--- config.mk ---
export PLATFORM = sky130hd
export DESIGN_NAME = ram_port_arbiter
export DESIGN_NICKNAME = d
export VERILOG_FILES = /design/src/rtl/ram_port_arbiter.sv
export SDC_FILE = /design/constraint.sdc
export NUM_CORES = 1
export LEC_CHECK = 0
export CORE_MARGIN = 2
export CORE_UTILIZATION = 38
export CTS_BUF_LIST = sky130_fd_sc_hd__clkbuf_8
export CTS_CLUSTER_SIZE = 14
export DETAILED_ROUTE_END_ITERATION = 7
export MAX_ROUTING_LAYER = met4
export PLACE_DENSITY = 0.86
export SETUP_SLACK_MARGIN = 0.1
export SYNTH_ARGS = -nofsm -noshare
export SYNTH_HDL_FRONTEND = slang
export SYNTH_SLANG_ARGS = --single-unit
--- constraint.sdc ---
create_clock -name clk -period 2.75 [get_ports clk]
set_input_delay 0.55 -clock clk [delete_from_list [all_inputs] [get_ports clk]]
set_output_delay 0.55 -clock clk [all_outputs]
set_load 0.01 [all_outputs]
--- src/rtl/ram_port_arbiter.sv ---
// Round-robin arbiter sharing one single-port synchronous data RAM between
// NUM_REQ requesters. Each access takes two cycles: an arbitration edge that
// registers the winner onto the RAM lines and raises gnt, then a BUSY cycle
// closed by the edge at which the RAM samples. Reads return rvalid with rdata
// passed straight through from the RAM one cycle later.
// Optional feature: define RAM_ARB_LOCK_EN to add the lock port, which lets a
// requester hold the RAM across several back-to-back accesses.
module ram_port_arbiter #(
    parameter int unsigned NUM_REQ = 3,
    parameter int unsigned ADDR_W  = 16,
    parameter int unsigned DATA_W  = 16
) (
    input  logic                      clk,
    input  logic                      rst,
    input  logic [NUM_REQ-1:0]        req,
    input  logic [NUM_REQ-1:0]        req_we,
    input  logic [NUM_REQ*ADDR_W-1:0] req_addr,
    input  logic [NUM_REQ*DATA_W-1:0] req_wdata,
`ifdef RAM_ARB_LOCK_EN
    input  logic [NUM_REQ-1:0]        lock,
`endif
    output logic [NUM_REQ-1:0]        gnt,
    output logic [NUM_REQ-1:0]        rvalid,
    output logic [DATA_W-1:0]         rdata,
    output logic [ADDR_W-1:0]         ram_address,
    output logic                      ram_we,
    output logic [DATA_W-1:0]         ram_wdata,
    input  logic [DATA_W-1:0]         ram_rdata
);

    localparam int unsigned PTR_W = $clog2(NUM_REQ);

    typedef enum logic [0:0] {StIdle, StBusy} state_e;

    state_e               state_q, state_d;
    logic [PTR_W-1:0]     rr_ptr_q, rr_ptr_d;
    logic [PTR_W-1:0]     win_q, win_d;
    logic [NUM_REQ-1:0]   gnt_q, gnt_d;
    logic [NUM_REQ-1:0]   rvalid_q, rvalid_d;
    logic [ADDR_W-1:0]    addr_q, addr_d;
    logic                 we_q, we_d;
    logic [DATA_W-1:0]    wdata_q, wdata_d;

    logic                 any_req;
    logic [PTR_W-1:0]     win;
    logic [PTR_W-1:0]     ptr_next;
    logic                 hold;

`ifdef RAM_ARB_LOCK_EN
    logic                 locked_q, locked_d;
    logic [PTR_W-1:0]     owner_q, owner_d;
`endif

    // Round-robin search from rr_ptr with explicit wrap; a held lock overrides it.
    always_comb begin
        logic [PTR_W:0] sum;
        any_req = 1'b0;
        win     = '0;
        hold    = 1'b0;
        for (int k = 0; k < int'(NUM_REQ); k++) begin
            sum = {1'b0, rr_ptr_q} + (PTR_W+1)'(k);
            if (sum >= (PTR_W+1)'(NUM_REQ)) begin
                sum = sum - (PTR_W+1)'(NUM_REQ);
            end
            if (!any_req && req[sum[PTR_W-1:0]]) begin
                any_req = 1'b1;
                win     = sum[PTR_W-1:0];
            end
        end
`ifdef RAM_ARB_LOCK_EN
        hold = locked_q && lock[owner_q] && req[owner_q];
        if (hold) begin
            any_req = 1'b1;
            win     = owner_q;
        end
`endif
        if (win == PTR_W'(NUM_REQ - 1)) begin
            ptr_next = '0;
        end else begin
            ptr_next = win + PTR_W'(1);
        end
    end

    // Next-state: grant on an IDLE edge, release RAM lines and return read on the BUSY edge.
    always_comb begin
        state_d  = state_q;
        rr_ptr_d = rr_ptr_q;
        win_d    = win_q;
        gnt_d    = '0;
        rvalid_d = '0;
        addr_d   = addr_q;
        we_d     = 1'b0;
        wdata_d  = wdata_q;
`ifdef RAM_ARB_LOCK_EN
        locked_d = locked_q;
        owner_d  = owner_q;
`endif
        unique case (state_q)
            StIdle: begin
`ifdef RAM_ARB_LOCK_EN
                if (!hold) begin
                    locked_d = 1'b0;
                end
`endif
                if (any_req) begin
                    for (int i = 0; i < int'(NUM_REQ); i++) begin
                        if (win == PTR_W'(i)) begin
                            addr_d  = req_addr[i*ADDR_W +: ADDR_W];
                            wdata_d = req_wdata[i*DATA_W +: DATA_W];
                            we_d    = req_we[i];
                        end
                    end
                    gnt_d[win] = 1'b1;
                    win_d      = win;
                    // A held lock freezes the pointer so round-robin resumes where it left off.
                    rr_ptr_d   = hold ? rr_ptr_q : ptr_next;
                    state_d    = StBusy;
`ifdef RAM_ARB_LOCK_EN
                    locked_d   = lock[win];
                    owner_d    = win;
`endif
                end
            end
            StBusy: begin
                if (!we_q) begin
                    rvalid_d[win_q] = 1'b1;
                end
                state_d = StIdle;
            end
            default: state_d = StIdle;
        endcase
    end

    // State and output registers with synchronous reset.
    always_ff @(posedge clk) begin
        if (rst) begin
            state_q  <= StIdle;
            rr_ptr_q <= '0;
            win_q    <= '0;
            gnt_q    <= '0;
            rvalid_q <= '0;
            addr_q   <= '0;
            we_q     <= 1'b0;
            wdata_q  <= '0;
`ifdef RAM_ARB_LOCK_EN
            locked_q <= 1'b0;
            owner_q  <= '0;
`endif
        end else begin
            state_q  <= state_d;
            rr_ptr_q <= rr_ptr_d;
            win_q    <= win_d;
            gnt_q    <= gnt_d;
            rvalid_q <= rvalid_d;
            addr_q   <= addr_d;
            we_q     <= we_d;
            wdata_q  <= wdata_d;
`ifdef RAM_ARB_LOCK_EN
            locked_q <= locked_d;
            owner_q  <= owner_d;
`endif
        end
    end

    assign gnt         = gnt_q;
    assign rvalid      = rvalid_q;
    assign rdata       = ram_rdata;
    assign ram_address = addr_q;
    assign ram_we      = we_q;
    assign ram_wdata   = wdata_q;

endmodule

==> results.toml <==
[status]
status = "finished clean"

[finish]
design_area_mm2 = 0.00438
drive_gt1_frac = 0.153
area_growth_pct = 55.2
nNetsFinal = 548
diodes = 0

[min_path]
hp-class = "flop to flop"
min_from = "win_q[1]"
min_path_cells = 1

[placed_design]
place_congestion = 0.858
place_area_mm2 = 0.00425
dp_hpwl_um = 6270
port_buffers = 142

[sta]
tns_ns = 0
finClkSkew_ns = 0.00414
period_needed_ns = 2.44
hold_viol = 0
fin_hold_ws_ns = 0.469
timing.fmax_mhz = 409
relSlewSlack = 0.546
rsz0062_at_grt = "false"
setup_violations = 0
slew_viol_final = 0
worst_pin_slew_ns = 0.680
finalCritPeriodShare = 0.888

[logic_synthesis]
syn_avg_cell_area_um2 = 9.32
yosys_warnings = 0
synth_async_sr_flop_share = 0
yosys_most_used_dff = "dfxtp_1"
synthesis.area_mm2 = 0.00282
synth_top_family_by_area = "compound AO/OA/AOI/OAI gates"
synthDistinctLibCells = 40
synth-xor-area-share = 0
synthCells = 303
synth-edff-count = 0
synthAdderAreaFrac = 0.0177
synth-simple-area-share = 0.0505
yosysSeqAreaShare = 0.312
ys_seq_elements = 44
synth_compound_area_frac = 0.444
synthMuxAreaShare = 0.0213
syn_nets = 427

[global_routing]
antenna_found_initial = 0
grt_max_degree = 36
overflow = 0
grt_pass1_wl_um = 14000
grt_pass1_vias = 2898
grt_use_total = 0.214

[die]
rows = 31
dieArea_mm2 = 0.00814
ios = 175
core_mm2 = 0.00721
initial_core_util = 0.391
die_w_um = 90.2
die_h_um = 90.2

[setup_path]
cp-start-kind = "input port"
crit_fanout = 35
reg2reg_depth = 10
timing.critical_path.to_type = "flop"
critPathKind = "input port to flop"
crit_required_ns = 2.98
arrival_ns = 2.67
rr_startpoint = "rr_ptr_q[0]"
startpoint = "req[2]"

[clock_tree]
clock_latency_ns = 0.29
cts_tree = "built"
postCtsSetupBuffers = 0
numCtsBuffers = 5
clk_pin_slew_worst_paths_ns = 0.08
cts_max_path_buffers = 2
htreeDepth = 2
cts-root-buf = "clkbuf_8"
clock-sinks = 44

[routing]
wire_per_inst_um = 17.0
viasPerCell = 5.34
first_iter_violations = 90
firstDrtPassIters = 4
antenna_left = 0
drc = 0
routed_wl_um = 8890
vias = 2799

[flow_run]
drv_cap = 0

[power_and_ir_drop]
ir_drop_uv = 476
p_leak_nw = 1.64
p_per_area_mw_per_mm2 = 960
-- metal layers --
layer / part of all wire / up-vias / global-route usage
li1: - / 1353 / -
met4: 0.012 / 0 / 0.0513
met2: 0.52 / 107 / 0.387
met1: 0.41 / 1322 / 0.238
met3: 0.059 / 17 / 0.0486
met5: 0 / - / -
-- power breakdown --
part	switching [mW]	leakage, nW	internal [mW]
registers	0.152	0.363	0.859
logic	1.46	1.22	1.26
clock network	0.211	0.0593	0.266
-- what timing repair did --
action / in CTS / in global routing
gates resized for setup: 0 / 3
hold buffers: 0 / 0
endpoints found under the setup margin: 0 / 32
-- Yosys cell counts, types with 2 or more instances --
cell type | instances | area share
a211oi_1 | 65 | 0.17
a21oi_1 | 2 | 0.0035
and2_1 | 3 | 0.0066
buf_2 | 10 | 0.018
buf_4 | 17 | 0.045
buf_6 | 2 | 0.0080
clkbuf_1 | 12 | 0.016
dfxtp_1 | 44 | 0.31
ha_1 | 4 | 0.018
inv_1 | 36 | 0.048
mux2i_1 | 6 | 0.021
nand2_1 | 2 | 0.0027
nor2_1 | 6 | 0.0080
nor2b_1 | 3 | 0.0066
nor3_1 | 3 | 0.0053
nor3b_1 | 2 | 0.0053
o21ai_0 | 6 | 0.011
o21ai_1 | 20 | 0.035
o21ai_2 | 8 | 0.025
o2bb2ai_1 | 5 | 0.016
o2bb2ai_2 | 27 | 0.14
o32a_1 | 2 | 0.0071
-- cells in the final DEF (no fill, tap or decap), drive strengths merged, types with 5 or more instances in the layout --
cell type,n
clkdlybuf4s50,142
a211oi,65
dfxtp,44
inv,37
o21ai,34
o2bb2ai,32
buf,15
mux2i,6
nor2,6
clkbuf,5
-- per-stage QoR --
stage / setup WS (ns) / cells / util / power [mW]
2_1_floorplan: 0.499 / 303 / - / 2.72
3_3_place_gp: 0.0875 / 515 / 0.589 / 3.59
3_5_place_dp: -0.00638 / 515 / 0.589 / 3.67
4_1_cts: 0.107 / 523 / 0.604 / 4.17
5_1_grt: 0.134 / 524 / 0.608 / 4.46
6_report: 0.308 / 524 / 0.608 / 4.21
-- final timing paths --
check,end,slack [ns]
setup reg to reg,ram_address[9],0.32
hold / removal,rvalid[0],0.47
hold reg to reg,rvalid[0],0.47
setup / recovery,ram_address[9],0.31
-- area by class of cell --
class / instances / area [um2]
Fill cell: 629 / 2830
Inverter: 37 / 151
Multi-Input combinational cell: 179 / 1550
Clock inverter: 3 / 38.8
Timing Repair Buffer: 157 / 1570
Sequential cell: 44 / 881
Tap cell: 99 / 124
Clock buffer: 5 / 68.8
-- state kept, by name, summed over array words and instances (netlist names) --
register,flops
ram_wdata,16
gnt,3
ram_address,16
win_q,2
rr_ptr_q,2
rvalid,3
state_q,1
ram_we,1
-- kinds of logic after synthesis --
kind of cell    count (synthesis)
mux                             6
fa+ha+maj                       4
compound gates                143
buf+inv                        81
flops                          44
simple gates                   25
-- critical path: stages --
cell,delay (ns)
clkdlybuf4s50_1,0.55
inv_1,0.08
o32a_1,0.34
a41o_1,0.30
buf_4,0.18
or2_4,0.27
clkinv_8,0.16
o21ai_0,0.12
o2bb2ai_1,0.13
Power figures use the tool's default switching activity.
